<file path="src/rtl/hazard_ctrl_unit.sv">
// Hazard controller for a 5-stage in-order pipeline: operand forwarding selects,
// per-stage stall/flush controls, memory-wait timeout monitor and hazard counters.
module hazard_ctrl_unit #(
  parameter int REG_AW   = 5,
  parameter int FWD_EN   = 1,
  parameter int MAX_WAIT = 64,
  parameter int CNT_W    = 16
) (
  input  logic              clk,
  input  logic              rst,
  input  logic [REG_AW-1:0] rs1D,
  input  logic [REG_AW-1:0] rs2D,
  input  logic              rs1_usedD,
  input  logic              rs2_usedD,
  input  logic [REG_AW-1:0] rs1E,
  input  logic [REG_AW-1:0] rs2E,
  input  logic [REG_AW-1:0] rdE,
  input  logic [REG_AW-1:0] rdM,
  input  logic [REG_AW-1:0] rdWB,
  input  logic              rd_wrenE,
  input  logic              rd_wrenM,
  input  logic              rd_wrenWB,
  input  logic              is_loadE,
  input  logic              is_loadM,
  input  logic              mem_reqM,
  input  logic              mem_rdyM,
  input  logic              redirectE,
  input  logic              clr_cnt,
  output logic [1:0]        forw_a_sel,
  output logic [1:0]        forw_b_sel,
  output logic              stallF,
  output logic              stallD,
  output logic              stallE,
  output logic              stallM,
  output logic              flushD,
  output logic              flushE,
  output logic              flushWB,
  output logic              timeout_err,
  output logic [CNT_W-1:0]  stall_cnt,
  output logic [CNT_W-1:0]  flush_cnt
);

  localparam int WAIT_W = (MAX_WAIT > 1) ? $clog2(MAX_WAIT) : 1;
  localparam logic [WAIT_W-1:0] WAIT_LAST = WAIT_W'(MAX_WAIT - 1);

  logic [REG_AW-1:0] rs_d [2];
  logic [REG_AW-1:0] rs_e [2];
  logic [1:0]        used_d;
  logic [1:0]        fwd_sel [2];
  logic [1:0]        raw_hit;

  assign rs_d[0] = rs1D;
  assign rs_d[1] = rs2D;
  assign rs_e[0] = rs1E;
  assign rs_e[1] = rs2E;
  assign used_d  = {rs2_usedD, rs1_usedD};

  // Destination qualifiers shared by both source lanes; x0 is never a producer.
  logic live_e, live_m, live_wb;
  assign live_e  = rd_wrenE  && (rdE  != '0);
  assign live_m  = rd_wrenM  && (rdM  != '0);
  assign live_wb = rd_wrenWB && (rdWB != '0);

  genvar gi;
  generate
    for (gi = 0; gi < 2; gi++) begin : g_src
      logic m_hit, wb_hit, load_use, any_raw;
      // A load in M has no result yet, so only ALU results forward from M.
      assign m_hit    = live_m && (rdM == rs_e[gi]) && !is_loadM;
      assign wb_hit   = live_wb && (rdWB == rs_e[gi]);
      assign load_use = used_d[gi] && live_e && is_loadE && (rdE == rs_d[gi]);
      assign any_raw  = used_d[gi] && ((live_e && (rdE == rs_d[gi])) ||
                                       (live_m && (rdM == rs_d[gi])));

      assign fwd_sel[gi] = (FWD_EN == 0) ? 2'b00 :
                           m_hit         ? 2'b10 :
                           wb_hit        ? 2'b01 : 2'b00;
      assign raw_hit[gi] = (FWD_EN != 0) ? load_use : any_raw;
    end
  endgenerate

  assign forw_a_sel = fwd_sel[0];
  assign forw_b_sel = fwd_sel[1];

  logic memwait, redirect, rawstall;

  // Priority: memory wait freezes everything, then a redirect squashes the
  // wrong-path instruction in D, and only then a D-stage RAW stall applies.
  always_comb begin
    memwait  = mem_reqM && !mem_rdyM;
    redirect = redirectE && !memwait;
    rawstall = (|raw_hit) && !memwait && !redirect;

    stallF  = memwait || rawstall;
    stallD  = memwait || rawstall;
    stallE  = memwait;
    stallM  = memwait;
    flushD  = redirect;
    flushE  = redirect || rawstall;
    flushWB = memwait;
  end

  logic [WAIT_W-1:0] wait_cnt_reg;
  logic              timeout_err_reg;
  logic [CNT_W-1:0]  stall_cnt_reg;
  logic [CNT_W-1:0]  flush_cnt_reg;

  always_ff @(posedge clk) begin
    if (rst) begin
      wait_cnt_reg    <= '0;
      timeout_err_reg <= 1'b0;
      stall_cnt_reg   <= '0;
      flush_cnt_reg   <= '0;
    end else begin
      if (memwait) begin
        if (wait_cnt_reg != WAIT_LAST) begin
          wait_cnt_reg <= wait_cnt_reg + WAIT_W'(1);
        end else begin
          timeout_err_reg <= 1'b1;
        end
      end else begin
        wait_cnt_reg <= '0;
      end

      if (clr_cnt) begin
        stall_cnt_reg <= '0;
        flush_cnt_reg <= '0;
      end else begin
        if (stallF && (stall_cnt_reg != '1)) begin
          stall_cnt_reg <= stall_cnt_reg + CNT_W'(1);
        end
        if (redirect && (flush_cnt_reg != '1)) begin
          flush_cnt_reg <= flush_cnt_reg + CNT_W'(1);
        end
      end
    end
  end

  assign timeout_err = timeout_err_reg;
  assign stall_cnt   = stall_cnt_reg;
  assign flush_cnt   = flush_cnt_reg;

endmodule

</file>
<file path="config.mk">
export PLATFORM = sky130hd
export DESIGN_NAME = hazard_ctrl_unit
export DESIGN_NICKNAME = d
export VERILOG_FILES = /design/src/rtl/hazard_ctrl_unit.sv
export SDC_FILE = /design/constraint.sdc
export NUM_CORES = 1
export LEC_CHECK = 0
export ABC_AREA = 1
export CAP_MARGIN = 30
export CORE_ASPECT_RATIO = 0.9
export CORE_MARGIN = 3
export CORE_UTILIZATION = 45
export CTS_CLUSTER_DIAMETER = 100
export DETAILED_ROUTE_END_ITERATION = 6
export GPL_TIMING_DRIVEN = 0
export PLACE_DENSITY = 0.8
export SLEW_MARGIN = 20
export SYNTH_ARGS = -nofsm -noshare
export SYNTH_HDL_FRONTEND = slang
export SYNTH_SLANG_ARGS = --single-unit
</file>
<file path="constraint.sdc">
create_clock -name clk -period 2.2 [get_ports clk]
set_input_delay 0.33 -clock clk [delete_from_list [all_inputs] [get_ports clk]]
set_output_delay 0.33 -clock clk [all_outputs]
set_load 0.1 [all_outputs]
</file>
== Yosys cells after proc, flatten, opt, wreduce, memory -nomap -nowiden ==
Index checks and enable logic that the tools add are counted.

* Bits of input ports: 48
* Logic and storage cells: 56
* Bits in latches: 0
* Output and inout port bits: 44
* Bits in read-only memories: 0
* Register bits: 39
* Bits in writable memories: 0
* Memories: 0

* Multipliers: 0
* Mux-type cells: 4
* Eq/ne operators: 9
* Add/subtract/negate cells: 3
* $lt $le $gt $ge: 0
* Div/mod/pow operators: 0
* Bitwise gates (word level): 2
* Reduce and logical (&&, ||, !) cells: 34
* Shift operators: 0

{| class="wikitable"
|+ Operators by type and width
! cell !! count
|-
| adder 16 x 1 -> 16 bit, second input constant || 2
|-
| != test 16 bit, second input constant || 2
|-
| equality test 5 bit || 6
|-
| logical AND 1 bit || 21
|-
| nonzero test 5 bit || 3
|-
| adder 6 x 1 -> 6 bit, second input constant || 1
|-
| != test 6 bit, second input constant || 1
|-
| OR reduction 2 bit || 3
|-
| zero test 1 bit || 4
|-
| two-way mux 2 bit || 2
|-
| logical OR 1 bit || 2
|-
| two-way mux 1 bit || 2
|-
| inverter 1 bit || 2
|-
| AND reduction 2 bit || 1
|}

== Depth between registers and ports, before layout ==
Gate-level depths: netlist of the first run.

* Word-level depth: 10
* Depth in mapped cells: 12
* Gate-level depth less buffers: 11

== Least setup slack after synthesis of the first run ==
Ideal clock, no wire load.

* Kind: input to output
* Start: in mem_reqM
* End: out flushE
* Stages on the path: 5
* Data required time: 1.870 ns
* Data arrival time: 3.613 ns
* Path slack: -1.743 ns
* Path buffers: 0
* Cell sequence: inv_1 > nor2_1 > nor2_1 > inv_1 > nand2_1

* Word-level cells in the longest chain between the ends: 6
* Elaborated cells on any way between the ends: 7
* Those cells by class: reduce/logical: 7

{| class="wikitable"
|+ RTL lines
! what !! RTL line !! RTL
|-
| start, declared || 25 || <nowiki>input logic mem_reqM,</nowiki>
|-
| logical AND 1 bit (*) || 90 || <nowiki>memwait = mem_reqM && !mem_rdyM;</nowiki>
|-
| net flushWB || 37 || <nowiki>output logic flushWB,</nowiki>
|-
| zero test 1 bit (*) || 91 || <nowiki>redirect = redirectE && !memwait;</nowiki>
|-
| logical AND 1 bit (*) || 91 ||
|-
| net flushD || 35 || <nowiki>output logic flushD,</nowiki>
|-
| zero test 1 bit || 92 || <nowiki>rawstall = (|raw_hit) && !memwait && !redirect;</nowiki>
|-
| logical AND 1 bit || 92 ||
|-
| logical OR 1 bit (*) || 99 || <nowiki>flushE = redirect || rawstall;</nowiki>
|-
| end, declared || 36 || <nowiki>output logic flushE,</nowiki>
|}

The timed path passes the listed nets; every way through them passes the cells marked *.

== Final worst setup path of the first run ==
* Start: reg stall_cnt_reg[15] (netlist: stall_cnt[15])
* End: out stall_cnt[15]

{| class="wikitable"
|+ RTL lines
! what !! RTL line !! RTL
|-
| start, declared || 105 || <nowiki>logic [CNT_W-1:0] stall_cnt_reg;</nowiki>
|-
| start signal, assigned || 130 || <nowiki>stall_cnt_reg <= stall_cnt_reg + CNT_W'(1);</nowiki>
|-
| end, declared || 39 || <nowiki>output logic [CNT_W-1:0] stall_cnt,</nowiki>
|}

No word-level cell between the ends.

==> results by group, run 1 <==
Power and ir drop
  • LEAKAGE: 1.84 nW
  • Power Density: 430 nW/um2
  • Max VDD drop: 0.000432 V

Route
  • # DRC: 0
  • Vias/cell: 5.27
  • Via count: 3038
  • Wire per inst: 14.2 um
  • WL met2: 4.16 mm
  • Final ANT Viol Nets: 0
  • DR top layer: met4
  • Drt first pass iters: 5
  • Routed WL: 8.16 mm
  • M1 wire length: 3.36 mm
  • Met3 wire len: 455 um
  • First DRT Iteration DRCs: 200

Global routing
  • Number of antenna violations at the first check in global routing: 0
  • Gr usage total: 0.231
  • Vias in the first global route: 2743
  • Largest net degree at the start of global routing: 21
  • First-pass GRT wire length: 12.8 mm
  • GR Overflow Total: 0

Clocking
  • Later-pin clock latency in the skew report: 0.30 ns
  • CTS tree: done
  • Clk root buf: clkbuf_8
  • Longest Clk Path Bufs: 2
  • Post-CTS Hold Buffers: 0
  • Clk sink count: 39
  • Cts bufs inserted: 5
  • H-tree levels: 2
  • Worst-path clk slew: 0.08 ns

Synthesis
  • Post-Syn Area: 2660 um2
  • Seq cells post-synth: 39
  • Count of different cell masters after synthesis: 33
  • Synth Instances: 407
  • Largest cells by area after synthesis: dfxtp_1, nand2_1, xor2_1
  • Top FF cell, synth: dfxtp_1
  • Seq/Total Area, Yosys: 0.293
  • Synth area leader: dfxtp_1
  • Syn Area/Cell: 6.54 um2
  • Ys async rst share: 0
  • Synth top area share: 0.293
  • Yosys warns: 0
  • Synth Net Count: 458
  • EDFF count, synth: 0

Cells and area
  • Commonest cells after routing, fill and taps aside: nand2_1, inv_1, clkdlybuf4s50_1
  • Commonest non-fill, non-tap cell in the layout: nand2_1
  • Final non-filler cell area: 4010 um2
  • P&R area growth vs syn: 50.7%
  • Share of cells above drive strength 1: 0.143
  • N_diodes: 0
  • Nets: 559

Worst setup path
  • Crit-path max cell delay: 1.16 ns
  • Arrival time worst endpoint: 1.84 ns
  • Worst path buffer plus inverter count: 1
  • WP data required: 1.87 ns
  • CP top delay family: buffers and inverters
  • CP max FO: 3
  • Setup crit end kind: output pin
  • CP cell instances: clkdlybuf4s50_1
  • Startpoint Class: flip-flop
  • Worst path slowest cell: clkdlybuf4s50_1
  • Crit Path Class: reg -> out

Placed design
  • Place WS: -1.18 ns
  • GPL Wtd Cong: 0.883
  • Dpl cell area: 3700 um2
  • HPWL after DPL: 5.94 mm
  • I/O Buffers: 91

Timing
  • Least-Margin Pin Slew: 0.994 ns
  • Fmax achieved: 461 MHz
  • Crit path time final: 2.17 ns
  • Count of final hold-check violations: 0
  • PnR worst setup slack: 0.0293 ns
  • RSZ-0062 raised after global routing: true
  • Final setup vio count: 0
  • Skew final: 0.00692 ns
  • Final worst path period share: 0.987
  • Headroom to the max-slew limit: 0.335
  • Slew Limit Fails: 0

Floorplanning
  • Chip height: 79.0 um
  • Die area: 6880 um2
  • Rows: 25
  • Die width: 87.1 um
  • Initial core utilization: 0.486
  • Core area: 5470 um2
  • I/O pins: 92

Status
  • Status: finished clean

Flow run
  • Max cap viols: 0

Worst hold path
  • Worst hold path class: reg -> reg
==> kinds of logic (layout without fill, tap and decap cells) <==
group | after synthesis | after routing | synth area share
buf+inv | 64 | 166 | 0.105
fa+ha+maj | 3 | 3 | 0.0141
flops | 39 | 39 | 0.293
compound gates | 50 | 50 | 0.110
simple gates | 215 | 215 | 0.359
xor+xnor | 36 | 36 | 0.118
==> Yosys cell counts (4+ instances only) <==
cell,number
nor2_1,39
nor4_1,6
o21ai_0,12
nor3_1,13
inv_1,47
xnor2_1,15
a21oi_2,7
nand3_1,35
buf_4,6
nand4_1,6
inv_2,5
xor2_1,21
nand2_1,106
or2_2,4
a21oi_1,24
dfxtp_1,39
==> worst paths after layout <==
| path | startpoint | endpoint | slack, ns | cells after the start |
|---|---|---|---|---|
| worst max-delay path | stall_cnt[15] | stall_cnt[15] | 0.03 | 1 |
| worst min-delay path | wait_cnt_reg[4] | wait_cnt_reg[4] | 0.46 | 2 |
| worst max register to register | stall_cnt[0] | stall_cnt[0] | 0.31 | 8 |
| worst min register to register | wait_cnt_reg[4] | wait_cnt_reg[4] | 0.46 | 2 |
==> area by class of cell <==
class	instances	area, um2
clock buffers	6	82.6
inverters	52	195
plain buffers	11	98.8
flip-flops and latches	39	791
repair buffers	95	1030
multi-input cells	304	1700
well taps	67	83.8
fillers	440	1460
clock inverters	2	35.0
==> stage by stage <==
step	util	hold WS, ns	TNS (ns)	std cells	power, W
6_report	0.733	0.462	0	576	0.00173
5_1_grt	0.733	0.480	-0.0767	576	0.00178
4_1_cts	0.705	0.466	-0.0344	572	0.00170
3_5_place_dp	0.677	0.452	-8.45	565	0.00107
3_3_place_gp	0.677	0.447	-8.11	565	0.00106
2_1_floorplan	-	0.433	-0.0417	407	0.000924
==> metal layers <==
metal / track usage / vias up
met5: 0 / -
met4: 0.0794 / 0
met3: 0.0373 / 21
met2: 0.414 / 102
met1: 0.276 / 1408
li1: - / 1507
==> what timing repair did <==
action,CTS,global route
setup buffers,0,3
gates cloned,0,1
setup endpoints to repair,28,15
hold endpoints to repair,0,0
pin swaps,3,9
resized for setup,94,31
==> where the power goes <==
group / switching (W) / total, W / internal, W
combinational: 0.000215 / 0.000373 / 0.000158
sequential: 0.00000428 / 0.000713 / 0.000708
clock: 0.000273 / 0.000641 / 0.000367
total: 0.000493 / 0.00173 / 0.00123
Power figures use the tool's default switching activity.
==> run 2: changes to the inputs <==
SKIP_LAST_GASP = 1   (was unset)
==> run 2 against run 1 <==
  * Flip-flop and latch count unchanged
  * Via count is essentially flat
  * Sequential power barely moved
  * Fmax up 0.11%
  * Die area is the same
  * Global-route usage unchanged
  * Worst setup slack better by 0.0023 ns
  * First-iteration DRC count grew 2.0%
  * Power is essentially flat
  * Critical endpoint unchanged
  * Highest routed layer unchanged
==> results by group, run 2 (synthesis results as in run 1) <==
Status
  • Status: finished clean

Timing
  • Final hold slack: 0.462 ns
  • Count of final hold-check violations: 0
  • Fmax achieved: 461 MHz
  • Slew Limit Fails: 0
  • Least-Margin Pin Slew: 0.995 ns
  • Setup_tns: 0 ns
  • Skew final: 0.00679 ns
  • Final setup vio count: 0
  • Crit path time final: 2.17 ns
  • RSZ-0062 raised after global routing: true
  • Headroom to the max-slew limit: 0.335
  • PnR worst setup slack: 0.0316 ns
  • Final worst path period share: 0.986

Global routing
  • Number of antenna violations at the first check in global routing: 0
  • First-pass GRT wire length: 12.8 mm
  • Gr usage total: 0.231
  • Largest net degree at the start of global routing: 21
  • GR Overflow Total: 0
  • Vias in the first global route: 2743

Worst setup path
  • Worst path slowest cell: clkdlybuf4s50_1
  • Crit Path Class: reg -> out
  • Setup crit end kind: output pin
  • Worst Reg-to-Reg Cells: 8
  • Reg-to-Reg Start: stall_cnt[0]
  • Startpoint Class: flip-flop
  • WP data required: 1.87 ns
  • Reg2reg setup slack: 0.30 ns
  • Worst path buffer plus inverter count: 1
  • Crit-path max cell delay: 1.16 ns
  • CP cell instances: clkdlybuf4s50_1
  • Reg-to-Reg End: stall_cnt[0]
  • CP max FO: 3
  • WP depth: 1
  • Arrival time worst endpoint: 1.84 ns
  • CP top delay family: buffers and inverters

Cells and area
  • Share of cells above drive strength 1: 0.143
  • Nets: 559
  • N_diodes: 0
  • Commonest non-fill, non-tap cell in the layout: nand2_1
  • Layout Cells excl Fill: 576
  • P&R area growth vs syn: 50.5%
  • # fillers: 439
  • Commonest cells after routing, fill and taps aside: nand2_1, inv_1, clkdlybuf4s50_1

Worst hold path
  • Hold endpoint: wait_cnt_reg[4]
  • Hold Path Stages: 2
  • Worst hold path class: reg -> reg
  • Hold Startpoint: wait_cnt_reg[4]

Clocking
  • Later-pin clock latency in the skew report: 0.30 ns
  • Longest Clk Path Bufs: 2
  • Clk sink count: 39
  • Post-CTS Hold Buffers: 0
  • H-tree levels: 2
  • CTS tree: done
  • Cts bufs inserted: 5
  • Clk root buf: clkbuf_8
  • Worst-path clk slew: 0.08 ns

Route
  • Vias/cell: 5.27
  • Drt first pass iters: 6
  • Via count: 3035
  • # DRC: 0
  • Wire per inst: 14.2 um
  • Routed WL: 8.18 mm
  • First DRT Iteration DRCs: 204
  • Final ANT Viol Nets: 0

Floorplanning
  • Initial core utilization: 0.486
  • Die area: 6880 um2
  • Die width: 87.1 um
  • I/O pins: 92
  • Core area: 5470 um2
  • Rows: 25
  • Chip height: 79.0 um

Placed design
  • # placed instances: 565
  • I/O Buffers: 91
  • GPL Wtd Cong: 0.883
  • Place WS: -1.18 ns
  • HPWL after DPL: 5.94 mm

Power and ir drop
  • Max VDD drop: 0.000432 V
  • Power Density: 430 nW/um2
  • Total power: 0.00172 W
  • LEAKAGE: 1.82 nW

Flow run
  • Max cap viols: 0
-- run 2: cell count changes in the layout (fill, tap and decap cells not counted) --
cell,change
clkdlybuf4s50_1,+2
dlymetal6s2s_1,-2
o21ai_0,+1
o21ai_1,-1
-- run 2: layout make-up --
| cell class | instances | area, um2 | area share |
|---|---|---|---|
| repair buffers | 95 | 1020 | 0.255 |
| clock inverters | 2 | 35.0 | 0.00874 |
| plain buffers | 11 | 98.8 | 0.0247 |
| multi-input cells | 304 | 1700 | 0.423 |
| clock buffers | 6 | 82.6 | 0.0206 |
| well taps | 67 | 83.8 | 0.0209 |
| inverters | 52 | 195 | 0.0487 |
| flip-flops and latches | 39 | 791 | 0.197 |
-- run 2: repair_timing --
action / 4_1_cts / 5_1_grt
gates cloned: 0 / 1
setup buffers: 0 / 3
endpoints found under the setup margin: 28 / 15
resized for setup: 92 / 30
pin swaps: 3 / 9
-- run 2: through the flow --
step                      cell area [um2]  utilization
after global routing                 4010        0.732
after CTS                            3850        0.704
after global placement               3700        0.677
after detailed placement             3700        0.677
after floorplan                      2710            -
final                                4010        0.732
-- run 2: per-layer routing --
layer / track usage / up-vias / wire length [um]
met5: 0 / - / 0
met4: 0.0794 / 0 / 191
met3: 0.0373 / 23 / 426
met2: 0.414 / 103 / 4170
met1: 0.276 / 1400 / 3390
li1: - / 1509 / -
-- run 2: worst max path at each step --
stage / start / end
CTS: rdE[3] / stallF
floorplan: mem_reqM / flushE
detailed placement: rdE[4] / stallF
finish: stall_cnt[15] / stall_cnt[15]
global route: rs2D[4] / stallF
global placement: rdE[4] / stallF
-- run 2: tightest hold or removal path, cell delays in order, from the launching register on --
cell	delay, ns
dfxtp_1	0.32
inv_1	0.05
a211oi_1	0.05
-- run 2: report_power, final --
part	internal [W]	switching, W	total [W]
logic	0.000158	0.000215	0.000373
registers	0.000708	0.00000427	0.000713
clock network	0.000367	0.000271	0.000639
total	0.00123	0.000490	0.00172
